### config.mk
export PLATFORM = sky130hd
export DESIGN_NAME = mcycle_seq
export DESIGN_NICKNAME = d
export VERILOG_FILES = /design/src/rtl/mcycle_seq.sv
export SDC_FILE = /design/constraint.sdc
export NUM_CORES = 1
export LEC_CHECK = 0
export CORE_ASPECT_RATIO = 1.2
export CORE_MARGIN = 2
export CORE_UTILIZATION = 38
export CTS_BUF_LIST = sky130_fd_sc_hd__clkbuf_8
export DETAILED_ROUTE_END_ITERATION = 7
export PLACE_DENSITY = 0.78
export SYNTH_ARGS = -nofsm -noshare
export SYNTH_HDL_FRONTEND = slang
export SYNTH_SLANG_ARGS = --single-unit
### constraint.sdc
create_clock -name clk -period 1.88 [get_ports clk]
set_input_delay 0.376 -clock clk [delete_from_list [all_inputs] [get_ports clk]]
set_output_delay 0.376 -clock clk [all_outputs]
set_load 0.01 [all_outputs]
### src/rtl/mcycle_seq.sv
// 8085 machine-cycle / T-state sequencer: owns instruction timing, bus strobes and register enables.
// Optional wait states: define MCYCLE_WAIT_EN to honour `ready` with TW insertion.
module mcycle_seq #(
  parameter int INSTSIZE = 13,
  parameter int INST_GO6 = 0,
  parameter int INST_DAD = 1,
  parameter int INST_HLT = 2,
  parameter int INST_DIO = 3,
  parameter int INST_CYL = 4,
  parameter int INST_CYH = 7,
  parameter int INST_RWL = 8,
  parameter int INST_RWH = 11
) (
  input  logic                clk,
  input  logic                rst,
  input  logic [INSTSIZE-1:0] chk_inst,
  input  logic                ready,
  output logic [2:0]          t_state,
  output logic [2:0]          m_cycle,
  output logic                ale,
  output logic                rd_n,
  output logic                wr_n,
  output logic                io_m,
  output logic                s1,
  output logic                s0,
  output logic                enb_code,
  output logic                enb_data,
  output logic                enb_rreg,
  output logic                enb_wreg,
  output logic                halted
);

  localparam logic [2:0] T_HALT = 3'd0, T1 = 3'd1, T2 = 3'd2, T3 = 3'd3,
                         T4 = 3'd4, T5 = 3'd5, T6 = 3'd6, T_WAIT = 3'd7;
  localparam logic [2:0] M1 = 3'd1, M2 = 3'd2, M3 = 3'd3, M4 = 3'd4, M5 = 3'd5;

  logic [2:0] t_state_r, m_cycle_r, t_next_s, m_next_s;
  logic       wb_pend_r, wb_next_s;
  logic       go6_s, dad_s, hlt_s, dio_s;
  logic [3:0] cycgo_s, cycrw_s;
  logic [2:0] end_t_s, end_m_s;
  logic       more_s, wr_s, dad_idle_s, strobe_s, ready_go_s;
  logic       unused_s;

  assign go6_s   = chk_inst[INST_GO6];
  assign dad_s   = chk_inst[INST_DAD];
  assign hlt_s   = chk_inst[INST_HLT];
  assign dio_s   = chk_inst[INST_DIO];
  assign cycgo_s = chk_inst[INST_CYH:INST_CYL];
  assign cycrw_s = chk_inst[INST_RWH:INST_RWL];

`ifdef MCYCLE_WAIT_EN
  assign ready_go_s = ready;
  assign unused_s   = ^chk_inst;
`else
  assign ready_go_s = 1'b1;
  assign unused_s   = ^{chk_inst, ready};
`endif

  // Where M1 goes when it finishes: halt wins over any extra cycles
  assign end_t_s = hlt_s ? T_HALT : T1;
  assign end_m_s = (!hlt_s && cycgo_s[0]) ? M2 : M1;

  assign dad_idle_s = dad_s && ((m_cycle_r == M2) || (m_cycle_r == M3));
  assign strobe_s   = (t_state_r == T2) || (t_state_r == T3) || (t_state_r == T_WAIT);

  // Per-Mn decode: direction of this cycle and whether another cycle follows
  always_comb begin
    more_s = 1'b0;
    wr_s   = 1'b0;
    case (m_cycle_r)
      M2:      begin more_s = cycgo_s[1]; wr_s = cycrw_s[0]; end
      M3:      begin more_s = cycgo_s[2]; wr_s = cycrw_s[1]; end
      M4:      begin more_s = cycgo_s[3]; wr_s = cycrw_s[2]; end
      M5:      begin more_s = 1'b0;       wr_s = cycrw_s[3]; end
      default: begin more_s = 1'b0;       wr_s = 1'b0;       end
    endcase
  end

  // State register
  always_ff @(posedge clk) begin
    if (rst) begin
      t_state_r <= T1;
      m_cycle_r <= M1;
      wb_pend_r <= 1'b0;
    end else begin
      t_state_r <= t_next_s;
      m_cycle_r <= m_next_s;
      wb_pend_r <= wb_next_s;
    end
  end

  // Next-state logic
  always_comb begin
    t_next_s  = t_state_r;
    m_next_s  = m_cycle_r;
    wb_next_s = wb_pend_r;
    case (t_state_r)
      T_HALT: t_next_s = T_HALT;
      T1:     t_next_s = T2;
      T2: begin
        // The pending write-back is consumed during M1 T2
        if (m_cycle_r == M1) wb_next_s = 1'b0;
        else                 wb_next_s = wb_pend_r;
        if (ready_go_s) t_next_s = T3;
        else            t_next_s = T_WAIT;
      end
      T_WAIT: begin
        if (ready_go_s) t_next_s = T3;
        else            t_next_s = T_WAIT;
      end
      T3: begin
        if (m_cycle_r == M1) begin
          t_next_s = T4;
        end else if (more_s) begin
          t_next_s = T1;
          m_next_s = m_cycle_r + 3'd1;
        end else begin
          t_next_s  = T1;
          m_next_s  = M1;
          wb_next_s = !wr_s && !dad_s;
        end
      end
      T4: begin
        if (go6_s) begin
          t_next_s = T5;
        end else begin
          t_next_s = end_t_s;
          m_next_s = end_m_s;
        end
      end
      T5: t_next_s = T6;
      T6: begin
        t_next_s = end_t_s;
        m_next_s = end_m_s;
      end
      default: begin
        t_next_s = T1;
        m_next_s = M1;
      end
    endcase
  end

  // Output decode of the current state
  always_comb begin
    ale      = 1'b0;
    rd_n     = 1'b1;
    wr_n     = 1'b1;
    io_m     = 1'b0;
    s1       = 1'b0;
    s0       = 1'b0;
    enb_code = 1'b0;
    enb_data = 1'b0;
    enb_rreg = 1'b0;
    enb_wreg = 1'b0;
    halted   = 1'b0;
    if (rst) begin
      halted = 1'b0;
    end else if (t_state_r == T_HALT) begin
      halted = 1'b1;
    end else if (m_cycle_r == M1) begin
      s1       = 1'b1;
      s0       = 1'b1;
      ale      = (t_state_r == T1);
      rd_n     = !strobe_s;
      enb_code = (t_state_r == T3);
      enb_rreg = ((t_state_r == T4) && (cycgo_s == 4'b0000) && !hlt_s) ||
                 ((t_state_r == T2) && wb_pend_r);
      enb_wreg = enb_rreg;
    end else if (dad_idle_s) begin
      s1 = 1'b0;
      s0 = 1'b0;
    end else begin
      ale  = (t_state_r == T1);
      io_m = (m_cycle_r == M3) && dio_s;
      if (wr_s) begin
        s0   = 1'b1;
        wr_n = !strobe_s;
      end else begin
        s1       = 1'b1;
        rd_n     = !strobe_s;
        enb_data = (t_state_r == T3);
      end
    end
  end

  assign t_state = t_state_r;
  assign m_cycle = m_cycle_r;

endmodule

==> results of run 1 <==
[logic make-up (layout without fill, tap and decap cells)]
| logic type | after synthesis | in the layout | share of synthesized area (%) |
|---|---|---|---|
| flip-flops | 7 | 7 | 20.00 |
| adder cells (fa/ha/maj) | 6 | 6 | 10.71 |
| XOR/XNOR | 2 | 2 | 2.500 |
| AND/OR/NAND/NOR | 41 | 41 | 32.14 |
| multiplexers | 1 | 1 | 1.429 |
| buffers and inverters | 12 | 69 | 9.999 |
| AO/OA/AOI/OAI | 23 | 23 | 23.21 |
[metal layers]
layer  up-vias  routed length [um]
li1        449                   -
met2        39                1635
met4         0                  62
met1       464                1097
met3         8                 121
met5         -                   0
[report_power, final]
part           leakage (nW)  internal, mW  switching [mW]
combinational         0.466         0.217           0.210
clock                0.0269         0.141          0.0671
sequential           0.0588         0.164          0.0182
[worst max-delay path: stages, from the launching register on]
cell	delay, ns
dfxtp_4	0.36
ha_4	0.17
ha_4	0.16
a32oi_2	0.16
a31oi_2	0.13
a21oi_2	0.14
a21oi_2	0.06
or3_4	0.32
buf_6	0.13
[registers in the layout (all words and copies together) (netlist names)]
| name | flops |
|---|---|
| m_cycle | 3 |
| wb_pend_r | 1 |
| t_state | 3 |
[repair_timing]
action                                  in CTS  in global routing
endpoints found under the hold margin        0                  0
pin swaps                                   11                  6
resized for setup                           59                 20
endpoints found under the setup margin      12                 15
setup buffers                                3                  2
[worst paths after layout]
check,start,cells past startpoint,end,slack [ns]
worst max-delay path,m_cycle[0],8,rd_n,-0.33
worst min-delay path,wb_pend_r,2,wb_pend_r,0.54
worst max register to register,m_cycle[1],10,wb_pend_r,0.01
worst min register to register,wb_pend_r,2,wb_pend_r,0.54
[synth_stat cells, types with 2 or more instances]
cell / n
buf_6: 2
buf_2: 2
a31oi_1: 2
buf_4: 2
nand2b_1: 2
o21ai_0: 4
or2_2: 2
ha_1: 6
nand2_1: 9
nor4_1: 2
nor3_1: 7
a211oi_1: 3
and3_1: 2
a32oi_1: 2
inv_1: 5
nand3_1: 2
dfxtp_1: 7
a21oi_1: 6
nor2_1: 6
[cell type report]
cell class / count / area share (%)
well taps: 19 / 1.701
repair buffers: 60 / 35.09
clock inverters: 1 / 0.2686
flip-flops and latches: 7 / 10.74
inverters: 5 / 1.343
clock buffers: 3 / 2.954
multi-input cells: 73 / 47.90
[through the flow]
step	instances	utilization, %
finish	168	78.22
detailed placement	160	67.79
global route	168	78.22
global placement	160	67.79
floorplan	92	-
CTS	166	72.76
==> run_results.csv, run 1 <==
group,metric,value,unit
pwr,p_leak,0.5515,nW
detailed_routing,finalWirelength,2918,um
detailed_routing,wire_per_inst,17.37,um
yosys,synthCells,92,
cts,cts_hold_buf,0,
detailed_routing,dr_total_vias,960,
yosys,synth_cell_types,38,
critical_path,endpoint_kind,"primary output",
place,place_ws,-0.6959,ns
cts,cts_sinks,7,
cts,cts-root-buf,"clkbuf_8",
sta,hold_viol_final,0,
cts,htreeDepth,1,
sta,relSlewSlack,77.31,%
pwr,vdd_ir_drop_max,596.5,uV
critical_path,crit_path_start_kind,"flip-flop",
final_layout,stdcell_area,0.001398,mm^2
global_route,met1_usage,26.29,%
place,dpl_cell_area,0.001211,mm^2
floorplan,io_pins,33,
floorplan,die-area,0.002205,mm^2
run,max_cap_viol_count,0,
yosys,synth_area_per_cell,7.616,um^2
floorplan,die_w,43.20,um
place,io_buffer_count,30,
sta,fin_skew,0.0009900,ns
detailed_routing,dr.pass1.iters,4,
final_layout,final_cell_mix,"buf_4, clkdlybuf4s50_1, nand2_1, buf_2, ha_4",
global_route,grt_overflow,0,
cts,clock_path_buffers,2,
final_layout,nNetsFinal,172,
critical_path,setup.worst_path.class,"flip-flop to primary output",
final_layout,n_fill_cell,115,
yosys,yosysTopAreaCell,"dfxtp_1",
detailed_routing,drc,0,
floorplan,start_util,39.22,%
yosys,synthesis.area,700.7,um^2
detailed_routing,viasPerCell,5.714,
detailed_routing,drt_first_iter_violations,15,
yosys,synthFlopType,"dfxtp_1",
final_layout,multi_input_area,669.4,um^2
global_route,grt.total_usage,26.05,%
global_route,antenna_found_initial,0,
place,dp.final_hpwl,1849,um
global_route,grt.busiest_layer,"met2",
final_layout,area_growth,99.46,%
global_route,grt_pass1_wl,4367,um
cts,numCtsBuffers,3,
outcome,status,"finished, violations left",
floorplan,coreArea,0.001787,mm^2
cts,tritoncts,"built",
yosys,yosysTopAreaCellShare,20.00,%
sta,worst_hold_slack,0.5355,ns
sta,tns,-1.921,ns
critical_path,cp_data_arrival_time,1.84,ns
yosys,synth_edf_count,0,
final_layout,antenna_cells,0,
global_route,grt_start_max_net_pins,13,
yosys,synth_seq_area_share,20.00,%
sta,rsz0062_at_grt,"true",
yosys,yosys_warnings,0,
global_route,grt_pass1_vias,1024,
cts,clock_latency,0.23,ns
yosys,synth_nets,114,
final_layout,seq_area,150.1,um^2
yosys,ys_ff_latch,7,
sta,period_minus_slack,2.213,ns
detailed_routing,ant_nets,0,
sta,setup_viol,10,
pwr,p_per_area,584.9,mW/mm^2
outcome,violations,"setup timing",
sta,worst_slew_pin_slew,0.3397,ns
sta,drv_slew,0,
critical_path,worstPathRequired,1.50,ns
cts,clk_pin_slew,0.04,ns
pwr,p_total,0.8174,mW
worst_hold_path,hp-class,"flip-flop to flip-flop",
final_layout,final_common_cell,"buf_4",
global_route,met3_usage,6.360,%
floorplan,die_h,51.04,um
place,gp_congestion,0.8266,
global_route,met2_usage,49.25,%
critical_path,path_max_fanout,4,
sta,post-route-period-util,117.7,%
final_layout,layout-drive-gt1-share,53.69,%
floorplan,num_rows,17,
yosys,async_reset_ff_share,0,%
sta,fmax,0.4519,GHz
yosys,synth_area_leaders,"dfxtp_1, ha_1, nor3_1, nand2_1, a21oi_1",
sta,worst_slack,-0.3328,ns
(Power assumes the default switching activity.)
==> run 2: changes to the inputs <==
CTS_CLUSTER_SIZE = 12   (was unset)
==> results of run 2 <==
No change in the layout: final DEF, timing and power equal those of run 1.
==> run 3: changes to the inputs <==
ABC_CLOCK_PERIOD_IN_PS = 1930   (was unset)
clock period = 1.93 ns   (was 1.88 ns; I/O delays follow)
==> run_results.csv, run 3 (same netlist as run 1, synthesis figures left out) <==
group,metric,value,unit
pwr,net-switching-power,0.2603,mW
place,gp_congestion,0.7926,
sta,period_minus_slack,2.214,ns
global_route,antenna_found_initial,0,
floorplan,die_h,51.04,um
floorplan,num_rows,17,
global_route,grt.total_usage,25.00,%
global_route,grt_start_max_net_pins,13,
critical_path,cp_data_arrival_time,1.83,ns
detailed_routing,viasPerCell,5.582,
global_route,grt_overflow,0,
place,dp.final_hpwl,1840,um
cts,htreeDepth,1,
global_route,met3_usage,8.127,%
final_layout,antenna_cells,0,
cts,clock_latency,0.22,ns
pwr,vdd_ir_drop_max,555.8,uV
final_layout,multi_input_area,591.8,um^2
final_layout,final_common_cell,"buf_4",
critical_path,cp_slowest_cell,"dfxtp_4",
pwr,seqPwrFrac,23.4,%
sta,worst_slack,-0.2836,ns
floorplan,start_util,39.22,%
critical_path,endpoint_kind,"primary output",
detailed_routing,finalWirelength,2506,um
critical_path,setup.worst_path.class,"flip-flop to primary output",
cts,cts_sinks,7,
outcome,violations,"setup timing",
cts,clk_pin_slew,0.04,ns
outcome,status,"finished, violations left",
sta,fin_skew,0.0002808,ns
sta,post-route-period-util,114.7,%
pwr,netSwitchingFraction,34.48,%
sta,drv_slew,0,
detailed_routing,drc,0,
sta,fmax,0.4518,GHz
pwr,internal-power,0.4947,mW
sta,worst_slew_pin_slew,0.3839,ns
run,max_cap_viol_count,0,
critical_path,worstPathCellList,"ha_4 -> ha_4 -> a32oi_2 -> a31oi_2 -> a21oi_2 -> a21oi_2 -> or3_4 -> buf_6",
worst_hold_path,hp-class,"flip-flop to flip-flop",
global_route,grt_pass1_wl,4181,um
critical_path,path_max_fanout,4,
final_layout,final_cell_mix,"buf_4, clkdlybuf4s50_1, buf_2, nand2_1, nor3_1",
global_route,met2_usage,45.27,%
global_route,grt_pass1_vias,938,
floorplan,die-area,0.002205,mm^2
floorplan,io_pins,33,
global_route,met1_usage,26.39,%
floorplan,coreArea,0.001787,mm^2
critical_path,crit_path_start_kind,"flip-flop",
pwr,p_leak,0.5334,nW
critical_path,max_stage_delay,0.36,ns
sta,rsz0062_at_grt,"true",
detailed_routing,drt_first_iter_violations,16,
pwr,pwr-share-clk,26.8,%
cts,clock_path_buffers,2,
global_route,grt.busiest_layer,"met2",
sta,hold_viol_final,0,
final_layout,area_growth,84.11,%
critical_path,r2r_slack,0.03,ns
sta,relSlewSlack,74.40,%
cts,cts_hold_buf,0,
final_layout,layout-drive-gt1-share,44.52,%
detailed_routing,wire_per_inst,15.19,um
place,io_buffer_count,30,
detailed_routing,dr_total_vias,921,
critical_path,worstPathRequired,1.54,ns
final_layout,seq_area,148.9,um^2
sta,setup_viol,10,
final_layout,final_core_util,72.20,%
cts,numCtsBuffers,3,
pwr,pwr-share-comb,49.8,%
cts,tritoncts,"built",
detailed_routing,dr.pass1.iters,4,
final_layout,n_fill_cell,142,
cts,cts-root-buf,"clkbuf_8",
detailed_routing,ant_nets,0,
pwr,p_per_area,585.3,mW/mm^2
final_layout,nNetsFinal,169,
sta,tns,-1.629,ns
floorplan,die_w,43.20,um
==> run 3: changes by cell type in the layout (fill, tap and decap cells not counted), moves of 2 or more <==
cell	change
nor3_2	-2
buf_4	-2
nor3_1	+2
ha_1	+2
ha_4	-3
buf_6	-2
==> run 3: layer usage <==
layer	wire (um)	part of all wire, %	vias to the layer above
met4	55	2.2	0
li1	-	-	440
met5	0	0	-
met1	934	37	440
met3	123	4.9	6
met2	1393	56	35
==> run 3: final timing paths <==
kind / startpoint / to / cells past startpoint
worst max register to register: m_cycle[1] / wb_pend_r / 10
worst min register to register: wb_pend_r / wb_pend_r / 2
worst max-delay path: m_cycle[0] / rd_n / 8
worst min-delay path: wb_pend_r / wb_pend_r / 2
==> run 3: power by group through the flow <==
| stage | combinational [mW] | sequential, mW | clock (mW) |
|---|---|---|---|
| 2_1_floorplan | 0.169 | 0.180 | 0 |
| 3_3_place_gp | 0.346 | 0.176 | 0 |
| 3_5_place_dp | 0.353 | 0.177 | 0 |
| 4_1_cts | 0.361 | 0.176 | 0.209 |
| 5_1_grt | 0.407 | 0.178 | 0.221 |
| 6_report | 0.376 | 0.177 | 0.202 |
==> run 3: cell type report <==
class                      instances  share of cell area [%]
clock buffer                       3                   3.201
clock inverter                     1                  0.2910
inverter                           5                   1.455
multi-input combinational         73                   45.88
sequential                         7                   11.54
tap                               19                   1.843
timing repair buffer              57                   35.79
==> run 3: repair_timing <==
item / 4_1_cts / 5_1_grt
gates cloned: 0 / 0
resized for setup: 52 / 5
setup endpoints to repair: 11 / 14
pin swaps: 7 / 2
setup buffers: 1 / 0
==> run 3: per-stage QoR <==
step           hold slack [ns]  cell area [um^2]  total power, mW  cells  setup WS [ns]
3_5_place_dp            0.4937              1211           0.5307    160        -0.6547
4_1_cts                 0.5058              1261           0.7451    165        -0.3271
5_1_grt                 0.5387              1290           0.8060    165        -0.3702
2_1_floorplan           0.4613             743.2           0.3488     92       -0.02745
6_report                0.5030              1290           0.7550    165        -0.2836
3_3_place_gp            0.4797              1211           0.5227    160        -0.6069
==> run 3: worst max-delay path: cells and delay by family, from the launching register on <==
| kind | cells | cell delay [ns] |
|---|---|---|
| flip-flops | 1 | 0.36 |
| adder cells (fa/ha/maj) | 2 | 0.33 |
| buffers and inverters | 1 | 0.13 |
| AO/OA/AOI/OAI | 4 | 0.47 |
| AND/OR/NAND/NOR | 1 | 0.32 |
==> RTL change 1 (config.mk and constraints of run 2) <==
Make the reset (`rst`) asynchronous in one clocked block.
--- a/src/rtl/mcycle_seq.sv
+++ b/src/rtl/mcycle_seq.sv
@@ -78,7 +78,7 @@
   end
 
   // State register
-  always_ff @(posedge clk) begin
+  always_ff @(posedge clk or posedge rst) begin
     if (rst) begin
       t_state_r <= T1;
       m_cycle_r <= M1;
Behaviour: differs if rst is asserted again (counterexample within 4 cycles, from zero or initial values and one cycle with rst high); with rst held inactive, the same outputs for 10 cycles.
==> RTL change 1 against run 2 <==
The run still ends with negative setup slack left; area after synthesis increased by 8.9%; setup slack got worse by 150 ps; routed wire length decreased by 1.4%; sequential cell count unchanged; hold slack got worse by 30 ps; final cell count increased by 1.8%; count of clock-buffer cells in the layout unchanged; cell area increased by 0.27%.
Power is not compared: it rests on default switching activity, and its combinational part moved more than twofold at a synthesized area within 25%.
==> RTL change 1: results (changes against run 2) <==
stage,metric,value,unit,change
status,outcome,"finished, violations left",,unchanged
status,violations,negative setup slack,,unchanged
clock_network,cts_setup_buffers,9,,was 3
critical_path,max_stage_delay,600,ps,was 360 ps
finish,layout-drive-gt1-share,51.97,%,was 53.69%
critical_path,arrival,1990,ps,was 1840 ps
critical_path,crit_family,flip-flops,,was compound AO/OA/AOI/OAI gates
grt,grt_pass1_vias,987,,was 1024
clock_network,h-tree-depth,1,,unchanged
placement,gp_congestion,0.8616,,was 0.8266
finish,fin_nets,174,,was 172
placement,post-place-ws,-892.3,ps,was -695.9 ps
detailed_routing,wl_met1,1165,µm,was 1097 µm
sta,setup_viol,14,,was 10
yosys,syn-num-nets,109,,was 114
worst_hold_path,min_path_type,input pin to async pin,,was register to register
critical_path,critPathMaxFanout,5,,was 4
detailed_routing,dr_wl_met3,146,µm,was 121 µm
yosys,ys_seq_area_share,23.28,%,was 20.00%
detailed_routing,wl_met2,1468,µm,was 1635 µm
placement,dp_cells,157,,was 160
grt,grt_pass1_wl,4353,µm,was 4367 µm
sta,finalSetupTns,-4008,ps,was -1921 ps
critical_path,slowest_stage,dfstp_2,,was dfxtp_4
yosys,ys.flop_type,dfrtp_1,,was dfxtp_1
yosys,synthCells,88,,was 92
clock_network,clockBufferDepth,2,,unchanged
yosys,synth_compound_gate_area_share,27.54,%,was 23.21%
yosys,async_flop_share,100.0,%,was 0%
yosys,yosys_warnings,0,,unchanged
sta,relSlewSlack,68.35,%,was 77.31%
sta,clock_skew,0.7304,ps,was 0.9900 ps
detailed_routing,dr.pass1.iters,4,,unchanged
finish,diodes,0,,unchanged
finish,fillerInstances,113,,was 115
yosys,synth_fa_ha_area_share,8.197,%,was 10.71%
detailed_routing,wl_per_cell,16.82,µm,was 17.37 µm
detailed_routing,drt_iter0_drc,18,,was 15
placement,place_area,1261,µm²,was 1211 µm²
yosys,synthTopCellsByArea,"dfrtp_1 16%, ha_1 8.2%, dfstp_2 6.9%",,"was dfxtp_1 20%, ha_1 11%, nor3_1 5.0%"
yosys,synth_common_cells,"9 x inv_1, 5 x a21oi_1, 5 x dfrtp_1, 5 x ha_1, 5 x nand2_1",,"was 9 x nand2_1, 7 x dfxtp_1, 7 x nor3_1"
detailed_routing,wl,2876,µm,was 2918 µm
sta,fin_ws,-485.0,ps,was -332.8 ps
yosys,muxShareOfSynthArea,1.475,%,was 1.429%
clock_network,cts_resized,71,,was 59
yosys,synthXorXnorAreaFrac,1.148,%,was 2.500%
grt,grt_usage,25.21,%,was 26.05%
placement,dpl.hpwl,1891,µm,was 1849 µm
yosys,yosysUniqueCellTypes,43,,was 38
power_and_ir_drop,ir_worst_vdd,0.8886,mV,
detailed_routing,vias_per_cell,5.579,,was 5.714
==> RTL change 1: cell count changes after synthesis, sizes merged, moves of 3 or more <==
cell          run 2  this run
nand2             9         5
inv               5         9
nor3              7         3
dfrtp             0         5
dfxtp             7         0
or2               3         0
==> RTL change 1: metal layers <==
metal	up-vias	GRT usage, %
met5	-	0
met4	0	16.18
met3	10	2.048
met2	41	48.07
met1	446	25.31
li1	457	-
==> RTL change 1: path summary, 6_finish.rpt <==
kind | start | to | slack (ps) | cells after the start
setup / recovery | m_cycle[0]$_DFFE_PP1P_ | rd_n | -480 | 8
hold / removal | rst | m_cycle[2]$_DFFE_PP0P_ | 510 | 3
setup reg to reg | m_cycle[0]$_DFFE_PP1P_ | m_cycle[1]$_DFFE_PP0P_ | -140 | 7
hold reg to reg | wb_pend_r$_DFFE_PP0P_ | wb_pend_r$_DFFE_PP0P_ | 680 | 2
max in group asynchronous | rst | t_state[0]$_DFF_PP1_ | 1170 | 3
min in group clk | chk_inst[2] | t_state[0]$_DFF_PP1_ | 560 | 4
==> RTL change 1: area by class of cell <==
class	count	area (µm²)	area share (%)
multi-input cells	67	609.3	43.48
repair buffers	65	509.2	36.34
flip-flops and latches	7	177.7	12.68
clock buffers	3	41.29	2.946
inverters	9	36.28	2.589
well taps	19	23.77	1.696
clock inverters	1	3.754	0.2679
==> RTL change 1: stage by stage <==
| stage | util (%) | hold WS [ps] |
|---|---|---|
| 2_1_floorplan | - | 191.4 |
| 3_3_place_gp | 67.38 | 660.1 |
| 3_5_place_dp | 67.38 | 658.2 |
| 4_1_cts | 73.46 | 493.8 |
| 5_1_grt | 74.87 | 510.7 |
| 6_report | 74.87 | 505.1 |
==> RTL change 1: power by group <==
part / internal (mW) / switching (mW)
Clock: 0.141 / 0.0586
Sequential: 0.223 / 0.0634
Combinational: 0.773 / 0.699
==> RTL change 2 (settings of run 2) <==
Without the edit above. Build with the macro `MCYCLE_WAIT_EN` defined.
--- a/src/rtl/mcycle_seq.sv
+++ b/src/rtl/mcycle_seq.sv
@@ -1,5 +1,7 @@
 // 8085 machine-cycle / T-state sequencer: owns instruction timing, bus strobes and register enables.
 // Optional wait states: define MCYCLE_WAIT_EN to honour `ready` with TW insertion.
+`define MCYCLE_WAIT_EN
+
 module mcycle_seq #(
   parameter int INSTSIZE = 13,
   parameter int INST_GO6 = 0,
Formal check against the unedited RTL: not equivalent (a bounded check fails within 4 cycles, from zero or initial values and one cycle with rst high).
==> RTL change 2 against run 2 <==
The run still ends with negative setup slack left; sequential cell count stayed put; first-iteration DRC count is 53% lower; synthesized cell count stayed put; setup slack worse by 28 ps; via count is 1.1% higher; area after synthesis is 1.1% higher; routed wire length is 5.2% lower; cell area is 6.3% higher; total power is 42% higher; critical path type unchanged; highest routed layer unchanged.
==> RTL change 2: results (changes against run 2) <==
stage,metric,value,unit,change
placement,port_buffers,31,,was 30
detailed_routing,drt_iter0_drc,7,,was 15
critical_path,arrival,1860,ps,was 1840 ps
placement,place_area,1331,µm²,was 1211 µm²
finish,buf_share,37.07,%,was 35.09%
yosys,synth.avg_cell_area,7.698,µm²,was 7.616 µm²
yosys,yosysUniqueCellTypes,41,,was 38
critical_path,reg2reg_depth,9,,was 10
yosys,synth_common_cells,"8 x nor3_1, 7 x dfxtp_1, 7 x nand2_1",,"was 9 x nand2_1, 7 x dfxtp_1, 7 x nor3_1"
yosys,synthXorXnorAreaFrac,1.237,%,was 2.500%
worst_hold_path,whs_path_depth,3,,was 2
clock_network,clk_latency,230,ps,about the same
critical_path,r2r_end,m_cycle[0]$_SDFFE_PP1P_,,was wb_pend_r$_SDFFE_PP0P_
worst_hold_path,hold_start,m_cycle[2]$_SDFFE_PP0P_,,was wb_pend_r$_SDFFE_PP0P_
placement,gp_congestion,0.8015,,was 0.8266
critical_path,ff2ff_setup_slack,-80,ps,was 10 ps
detailed_routing,wl_per_cell,15.72,µm,was 17.37 µm
finish,fin_cells,176,,was 168
power_and_ir_drop,ir_worst_vdd,0.6450,mV,was 0.5965 mV
yosys,synthTopCellsByArea,"dfxtp_1 20%, ha_1 8.8%, nor3_1 5.7%",,"was dfxtp_1 20%, ha_1 11%, nor3_1 5.0%"
yosys,synth_compound_gate_area_share,25.97,%,was 23.21%
worst_hold_path,holdPathEnd,m_cycle[2]$_SDFFE_PP0P_,,was wb_pend_r$_SDFFE_PP0P_
placement,post-place-ws,-703.8,ps,was -695.9 ps
sta,clock_skew,1.713,ps,was 0.9900 ps
detailed_routing,vias,971,,was 960
grt,use_met3,4.594,%,was 6.360%
sta,hold_slack,637.8,ps,was 535.5 ps
power_and_ir_drop,p_leak,0.6168,nW,was 0.5515 nW
grt,gr-usage-met1,29.61,%,was 26.29%
finish,inverters,5,,unchanged
grt,grt_max_degree,9,,was 13
finish,multi_input_area,688.2,µm²,was 669.4 µm²
sta,finalSetupTns,-1821,ps,was -1921 ps
yosys,syn-num-nets,113,,was 114
sta,fin_ws,-360.4,ps,was -332.8 ps
finish,seq_share,10.03,%,was 10.74%
yosys,synth_area,708.2,µm²,was 700.7 µm²
yosys,ys_seq_area_share,19.79,%,was 20.00%
placement,dpl.hpwl,1955,µm,was 1849 µm
status,outcome,"finished, violations left",,unchanged
placement,dp_cells,165,,was 160
detailed_routing,wl_met2,1484,µm,was 1635 µm
detailed_routing,dr_wl_met3,126,µm,was 121 µm
finish,flops_and_latches,7,,unchanged
grt,grt_pass1_wl,4291,µm,was 4367 µm
status,violations,negative setup slack,,unchanged
finish,layout-drive-gt1-share,52.87,%,was 53.69%
sta,relSlewSlack,81.00,%,was 77.31%
grt,grt_usage,26.01,%,was 26.05%
finish,fillerInstances,119,,was 115
finish,num-multi-input-gates,74,,was 73
sta,setup_viol,11,,was 10
yosys,muxShareOfSynthArea,1.590,%,was 1.429%
grt,gr-usage-met2,47.26,%,was 49.25%
detailed_routing,wl_met1,1104,µm,was 1097 µm
-- RTL change 2: cell count changes after synthesis, moves of 2 or more --
cell	change
a211oi_1	-3
a21oi_1	-2
a221o_1	+2
a32oi_1	-2
and2b_1	+2
nand2_1	-2
nor2b_1	+3
o21a_1	+2
-- RTL change 2: where the power goes --
group | leakage (nW) | total, mW | switching, mW | internal (mW)
clock | 0.0269 | 0.214 | 0.0724 | 0.142
sequential | 0.0587 | 0.214 | 0.0394 | 0.175
combinational | 0.531 | 0.731 | 0.320 | 0.411
-- RTL change 2: repair_timing --
action,4_1_cts,5_1_grt
setup endpoints to repair,12,14
gates resized for setup,58,14
setup buffers,8,2
pin swaps,13,10
